## config.mk

```make
export PLATFORM = sky130hd
export DESIGN_NAME = onehot_4_flat
export DESIGN_NICKNAME = d
export VERILOG_FILES = /design/src/rtl/onehot_4_pkg.sv /design/src/rtl/onehot_4_if.sv /design/src/rtl/onehot_4_core.sv /design/src/rtl/onehot_4.sv /design/src/flat_wrapper.sv
export SDC_FILE = /design/constraint.sdc
export NUM_CORES = 1
export LEC_CHECK = 0
export ABC_CLOCK_PERIOD_IN_PS = 1590
export CORE_UTILIZATION = 49
export CTS_BUF_LIST = sky130_fd_sc_hd__clkbuf_8
export DETAILED_ROUTE_END_ITERATION = 10
export GPL_TIMING_DRIVEN = 0
export PLACE_DENSITY_LB_ADDON = 0.25
export SYNTH_ARGS = -nofsm -noshare
export SYNTH_HDL_FRONTEND = slang
export SYNTH_SLANG_ARGS = --single-unit
```

## constraint.sdc

```tcl
create_clock -name game_clock -period 1.59 [get_ports game_clock]
set_clock_uncertainty 0.2 [all_clocks]
set_input_delay 0.318 -clock game_clock [delete_from_list [all_inputs] [get_ports game_clock]]
set_output_delay 0.318 -clock game_clock [all_outputs]
set_load 0.005 [all_outputs]
```

## src/rtl/onehot_4_pkg.sv

```systemverilog
// Shared note-pipeline types and widths for the one-hot lane decoder.
// Also used by the song engine for note identifiers and lane vectors.
package onehot_4_pkg;

    localparam int NOTE_W    = 4;
    localparam int ONEHOT_W  = 16;
    localparam int REST_CODE = 15;

    typedef logic [NOTE_W-1:0]   note_id_t;
    typedef logic [ONEHOT_W-1:0] onehot_t;

endpackage

```

## src/rtl/onehot_4_if.sv

```systemverilog
// Note-in / lane-vector-out bundle for onehot_4.
// The master side drives notes; the slave side (the decoder) returns lanes.
interface onehot_4_if
    import onehot_4_pkg::*;
#(
    parameter int IN_W  = NOTE_W,
    parameter int OUT_W = ONEHOT_W
);

    logic             in_valid;
    logic [IN_W-1:0]  to_encode;
    logic [OUT_W-1:0] encoded;
    logic             out_valid;
    logic             is_rest;

    modport master (
        output in_valid,
        output to_encode,
        input  encoded,
        input  out_valid,
        input  is_rest
    );

    modport slave (
        input  in_valid,
        input  to_encode,
        output encoded,
        output out_valid,
        output is_rest
    );

endinterface

```

## src/rtl/onehot_4_core.sv

```systemverilog
// Pure combinational note decode: code in, one-hot vector and rest flag out.
// With ONEHOT4_REST_MASK_EN defined, the rest code yields an all-dark vector.
module onehot_4_core
    import onehot_4_pkg::*;
#(
    parameter int IN_W      = NOTE_W,
    parameter int OUT_W     = ONEHOT_W,
    parameter int REST_CODE = onehot_4_pkg::REST_CODE
) (
    input  logic [IN_W-1:0]  code,
    output logic [OUT_W-1:0] decoded,
    output logic             rest
);

    logic [OUT_W-1:0] raw;

    generate
        for (genvar gi = 0; gi < OUT_W; gi++) begin : g_lane
            assign raw[gi] = (code == IN_W'(gi));
        end
    endgenerate

    assign rest = (code == IN_W'(REST_CODE));

`ifdef ONEHOT4_REST_MASK_EN
    assign decoded = rest ? '0 : raw;
`else
    assign decoded = raw;
`endif

endmodule

```

## src/rtl/onehot_4.sv

```systemverilog
// Registered 4-to-16 one-hot note decoder with valid and rest tracking.
// Optional build macro: ONEHOT4_REST_MASK_EN (rest code loads an all-zero vector).
module onehot_4
    import onehot_4_pkg::*;
#(
    parameter int IN_W      = NOTE_W,
    parameter int OUT_W     = ONEHOT_W,
    parameter int REST_CODE = onehot_4_pkg::REST_CODE
) (
    input  logic        game_clock,
    input  logic        reset,
    onehot_4_if.slave   bus
);

    generate
        if (OUT_W != 2 ** IN_W) begin : g_bad_width
            $error("onehot_4: OUT_W must equal 2**IN_W");
        end
        if (REST_CODE < 0 || REST_CODE > OUT_W - 1) begin : g_bad_rest
            $error("onehot_4: REST_CODE out of range");
        end
    endgenerate

    logic [OUT_W-1:0] decoded;
    logic             rest_hit;

    logic [OUT_W-1:0] encoded_reg;
    logic             is_rest_reg;
    logic             out_valid_reg;

    onehot_4_core #(
        .IN_W      (IN_W),
        .OUT_W     (OUT_W),
        .REST_CODE (REST_CODE)
    ) u_core (
        .code    (bus.to_encode),
        .decoded (decoded),
        .rest    (rest_hit)
    );

    // Payload registers load only on accepted inputs, so an undriven code
    // while in_valid is low never reaches state.
    always_ff @(posedge game_clock or posedge reset) begin
        if (reset) begin
            encoded_reg   <= '0;
            is_rest_reg   <= 1'b0;
            out_valid_reg <= 1'b0;
        end else begin
            out_valid_reg <= bus.in_valid;
            if (bus.in_valid) begin
                encoded_reg <= decoded;
                is_rest_reg <= rest_hit;
            end
        end
    end

    assign bus.encoded   = encoded_reg;
    assign bus.is_rest   = is_rest_reg;
    assign bus.out_valid = out_valid_reg;

endmodule

```

## src/flat_wrapper.sv

```systemverilog
// flat-port wrapper written by rule: the top's interface ports become plain ports
module onehot_4_flat import onehot_4_pkg::*;
#(
    parameter int IN_W      = NOTE_W,
    parameter int OUT_W     = ONEHOT_W,
    parameter int REST_CODE = onehot_4_pkg::REST_CODE
)
  (game_clock, reset, bus_in_valid, bus_to_encode, bus_encoded, bus_out_valid, bus_is_rest);
  onehot_4_if #(.IN_W(IN_W), .OUT_W(OUT_W)) bus_i ();
  input  logic game_clock;
  input  logic reset;
  input wire logic [$bits(bus_i.in_valid)-1:0] bus_in_valid;
  input wire logic [$bits(bus_i.to_encode)-1:0] bus_to_encode;
  output wire logic [$bits(bus_i.encoded)-1:0] bus_encoded;
  output wire logic [$bits(bus_i.out_valid)-1:0] bus_out_valid;
  output wire logic [$bits(bus_i.is_rest)-1:0] bus_is_rest;
  assign bus_i.in_valid = bus_in_valid;
  assign bus_i.to_encode = bus_to_encode;
  assign bus_encoded = bus_i.encoded;
  assign bus_out_valid = bus_i.out_valid;
  assign bus_is_rest = bus_i.is_rest;
  onehot_4 #(.IN_W(IN_W), .OUT_W(OUT_W), .REST_CODE(REST_CODE)) u_core (.game_clock(game_clock), .reset(reset), .bus(bus_i));
endmodule
```

==> flow_metrics.tcl, run 1 <==
set metrics [dict create \
    status "finished clean" \
    sequentialPowerShare_pct 51.7 \
    dieArea_sq_um 1700 \
    antenna_found_initial 0 \
    period_needed_ps 1540 \
    reg2reg_from "u_core.bus.encoded[7]$_DFFE_PP0P_" \
    drc 0 \
    drive_above_1_share_pct 15.7 \
    clkTransAtPathRegs_ps 70 \
    routedWlPerCell_microns 15.6 \
    place_congestion 0.764 \
    crit_path_end_kind "primary output" \
    hold_path.class "input port to async pin" \
    drt-initial-drc-count 16 \
    clockRootBuffer "clkbuf_8" \
    maxCapViolations 0 \
    grt_max_degree 18 \
    switching_share_pct 23.2 \
    dieHeight_microns 41.2 \
    overflow 0 \
    synth_top_family_by_area "simple AND/OR/NAND/NOR gates" \
    fmax_mhz 649 \
    drtAntennaViolNets 0 \
    worst_setup_path_start_kind "flop" \
    syn_inst 61 \
    p_clk_share_pct 35.5 \
    rsz0062_at_grt "false" \
    finalWirelength_microns 1630 \
    setup_viol 0 \
    worst_pin_slew_ps 629 \
    hold_violations 0 \
    ys_types 14 \
    r2r_slack_ps 560 \
    viasPerCell 5.58 \
    worstSetupPathType "flop to primary output" \
    clock-sinks 17 \
    crit_path_max_incr_delay_ps 390 \
    r2r_end "u_core.bus.encoded[7]$_DFFE_PP0P_" \
    fin_area_sq_um 1030 \
    hold_buffers 0 \
    p_total_w 0.000880 \
    pwr_density_cell_nw_per_um2 850 \
    synth_nets 68 \
    clk_path_buf_depth 2 \
    worstPathCellList "buf_4, dlygate4sd2_1" \
    fin_crit_sh_pct 96.9 \
    fp.dieW_microns 41.2 \
    nets 97 \
    rows 13 \
    leakagePower_nw 0.593 \
    numPortBuffers 24 \
    avgSynthCellArea_sq_um 12.3 \
    synth.ff_latch_count 17 \
    power_switching_w 0.000204 \
    ios 25 \
    start_util_pct 55.1 \
    worstRegToRegCells 2 \
    dpl_cell_area_sq_um 1010 \
    cp_slowest_cell "dfrtp_1" \
    synth_area_sq_um 753 \
    grt_pass1_vias 536 \
    slew_violations 0 \
    synthAdderAreaFrac_pct 0 \
    p_comb_share_pct 12.8 \
    clk_latency_ps 250 \
    grtUsageTotal_pct 22.4 \
    vdd_drop_max_mv 0.566 \
    yosysTopAreaCell "dfrtp_1" \
    crit_required_ps 1070 \
    ys_seq_area_share_pct 56.5 \
    core_sq_um 1370 \
    power.internal_w 0.000676 \
    ys_warn_count 0 \
    area_growth_pct 37.4 \
    synth.top_cell.area_share_pct 56.5 \
    slew_headroom_pct 58.0 \
    synthSimpleGateAreaFrac_pct 18.9 \
    cp_max_fo 3 \
    largest_reg_flops 15 \
    num_antenna_cells 0 \
    grt_pass1_wl_microns 2330 \
    num_vias 580 \
    first_pass_iters 4 \
    crit_family "flip-flops" \
    cts-htree-levels 1 \
    muxShareOfSynthArea_pct 1.33 \
    synth_compound_area_share_pct 18.6 \
    synthXorXnorAreaFrac_pct 0 \
    critPathBufInv 2 \
    cts_tree "yes" \
    yosys-top-cells-area "dfrtp_1 56%, nor2b_1 13%, a31o_1 7.0%, a41o_1 6.6%, a31o_2 3.5%" \
    dpl.hpwl_microns 1090 \
    cp_data_arrival_time_ps 1020 \
    numCtsBuffers 3 \
]
-- through the flow --
| stage | hold WS [ps] | util [%] | cells | setup TNS (ps) | worst slack, ps |
|---|---|---|---|---|---|
| after floorplan | 44.1 | - | 61 | 0 | 465 |
| after global placement | 332 | 74.1 | 100 | -1210 | -104 |
| after detailed placement | 341 | 74.1 | 100 | -1500 | -121 |
| after CTS | 275 | 75.7 | 104 | 0 | 45.0 |
| after global routing | 354 | 75.7 | 104 | 0 | 10.9 |
| final | 254 | 75.7 | 104 | 0 | 49.2 |
-- worst reg2reg max path: cells and delay by family (launching register included) --
family	cells	cell delay, ps
flops	1	380
compound gates	1	210
simple gates	1	130
-- power groups by stage --
stage               clock network, W  registers [W]  logic [W]
detailed placement                 0       0.000463   0.000124
floorplan                          0       0.000465  0.0000530
finish                      0.000312       0.000455   0.000112
CTS                         0.000314       0.000455   0.000113
global placement                   0       0.000463   0.000121
global route                0.000333       0.000457   0.000122
-- kinds of logic after synthesis --
logic type,count (synthesis)
compound gates,15
buf+inv,6
flops,17
mux,1
simple gates,22
-- layout by cell type, fill, tap and decap left out, types with 2 or more instances in the layout --
cell type	count
a31o_1	6
a31o_2	3
a41o_1	5
and2b_4	2
buf_4	3
clkbuf_8	3
clkdlybuf4s50_1	6
dfrtp_1	17
dlygate4sd2_1	18
inv_1	3
nor2_1	2
nor2b_1	16
-- synthesized netlist by cell type --
master,n
nor2_1,2
a31o_1,6
nor2b_2,1
a41o_2,1
a31o_2,3
buf_4,3
dfrtp_1,17
inv_1,2
nand4_1,1
mux2i_1,1
nor2b_1,16
buf_2,1
a41o_1,5
and2b_4,2
-- routing by layer --
layer  vias to the layer above  track usage (%)  wire length [microns]
met3                         2             3.80                    107
li1                        272                -                      -
met1                       282             24.0                    687
met2                        24             38.3                    802
met4                         0             17.7                     27
met5                         -                0                      0
-- repair_timing --
item                       in CTS  in global routing
setup endpoints to repair      18                  0
resized for setup              18                  0
setup buffers                   0                  0
-- worst max-delay path by stage --
stage                                         startpoint                            endpoint  slack [ps]  cells after the start
after floorplan                             bus_in_valid   u_core.bus.encoded[0]$_DFFE_PP0P_         460                      3
after global placement                      bus_in_valid  u_core.bus.encoded[12]$_DFFE_PP0P_        -100                      4
after detailed placement                bus_to_encode[3]  u_core.bus.encoded[11]$_DFFE_PP0P_        -120                      3
after CTS                 u_core.bus.is_rest$_DFFE_PP0P_                     bus_encoded[15]          50                      2
after global routing      u_core.bus.is_rest$_DFFE_PP0P_                     bus_encoded[15]          10                      2
final                     u_core.bus.is_rest$_DFFE_PP0P_                     bus_encoded[15]          50                      2
-- area by class of cell --
cell class              count  area, sq um
plain buffers               4         27.5
clock buffers               3         41.3
clock inverters             1         3.75
fillers                   106          332
inverters                   2         7.51
multi-input cells          38          293
flip-flops and latches     17          425
well taps                  15         18.8
repair buffers             24          218
Note: power is estimated with default switching activity, not from simulation.
==> run 2: changes to the inputs <==
CTS_CLUSTER_SIZE = 16   (was unset)
==> results of run 2 <==
Same layout as run 1: the final DEF is identical, and so are final timing and power.
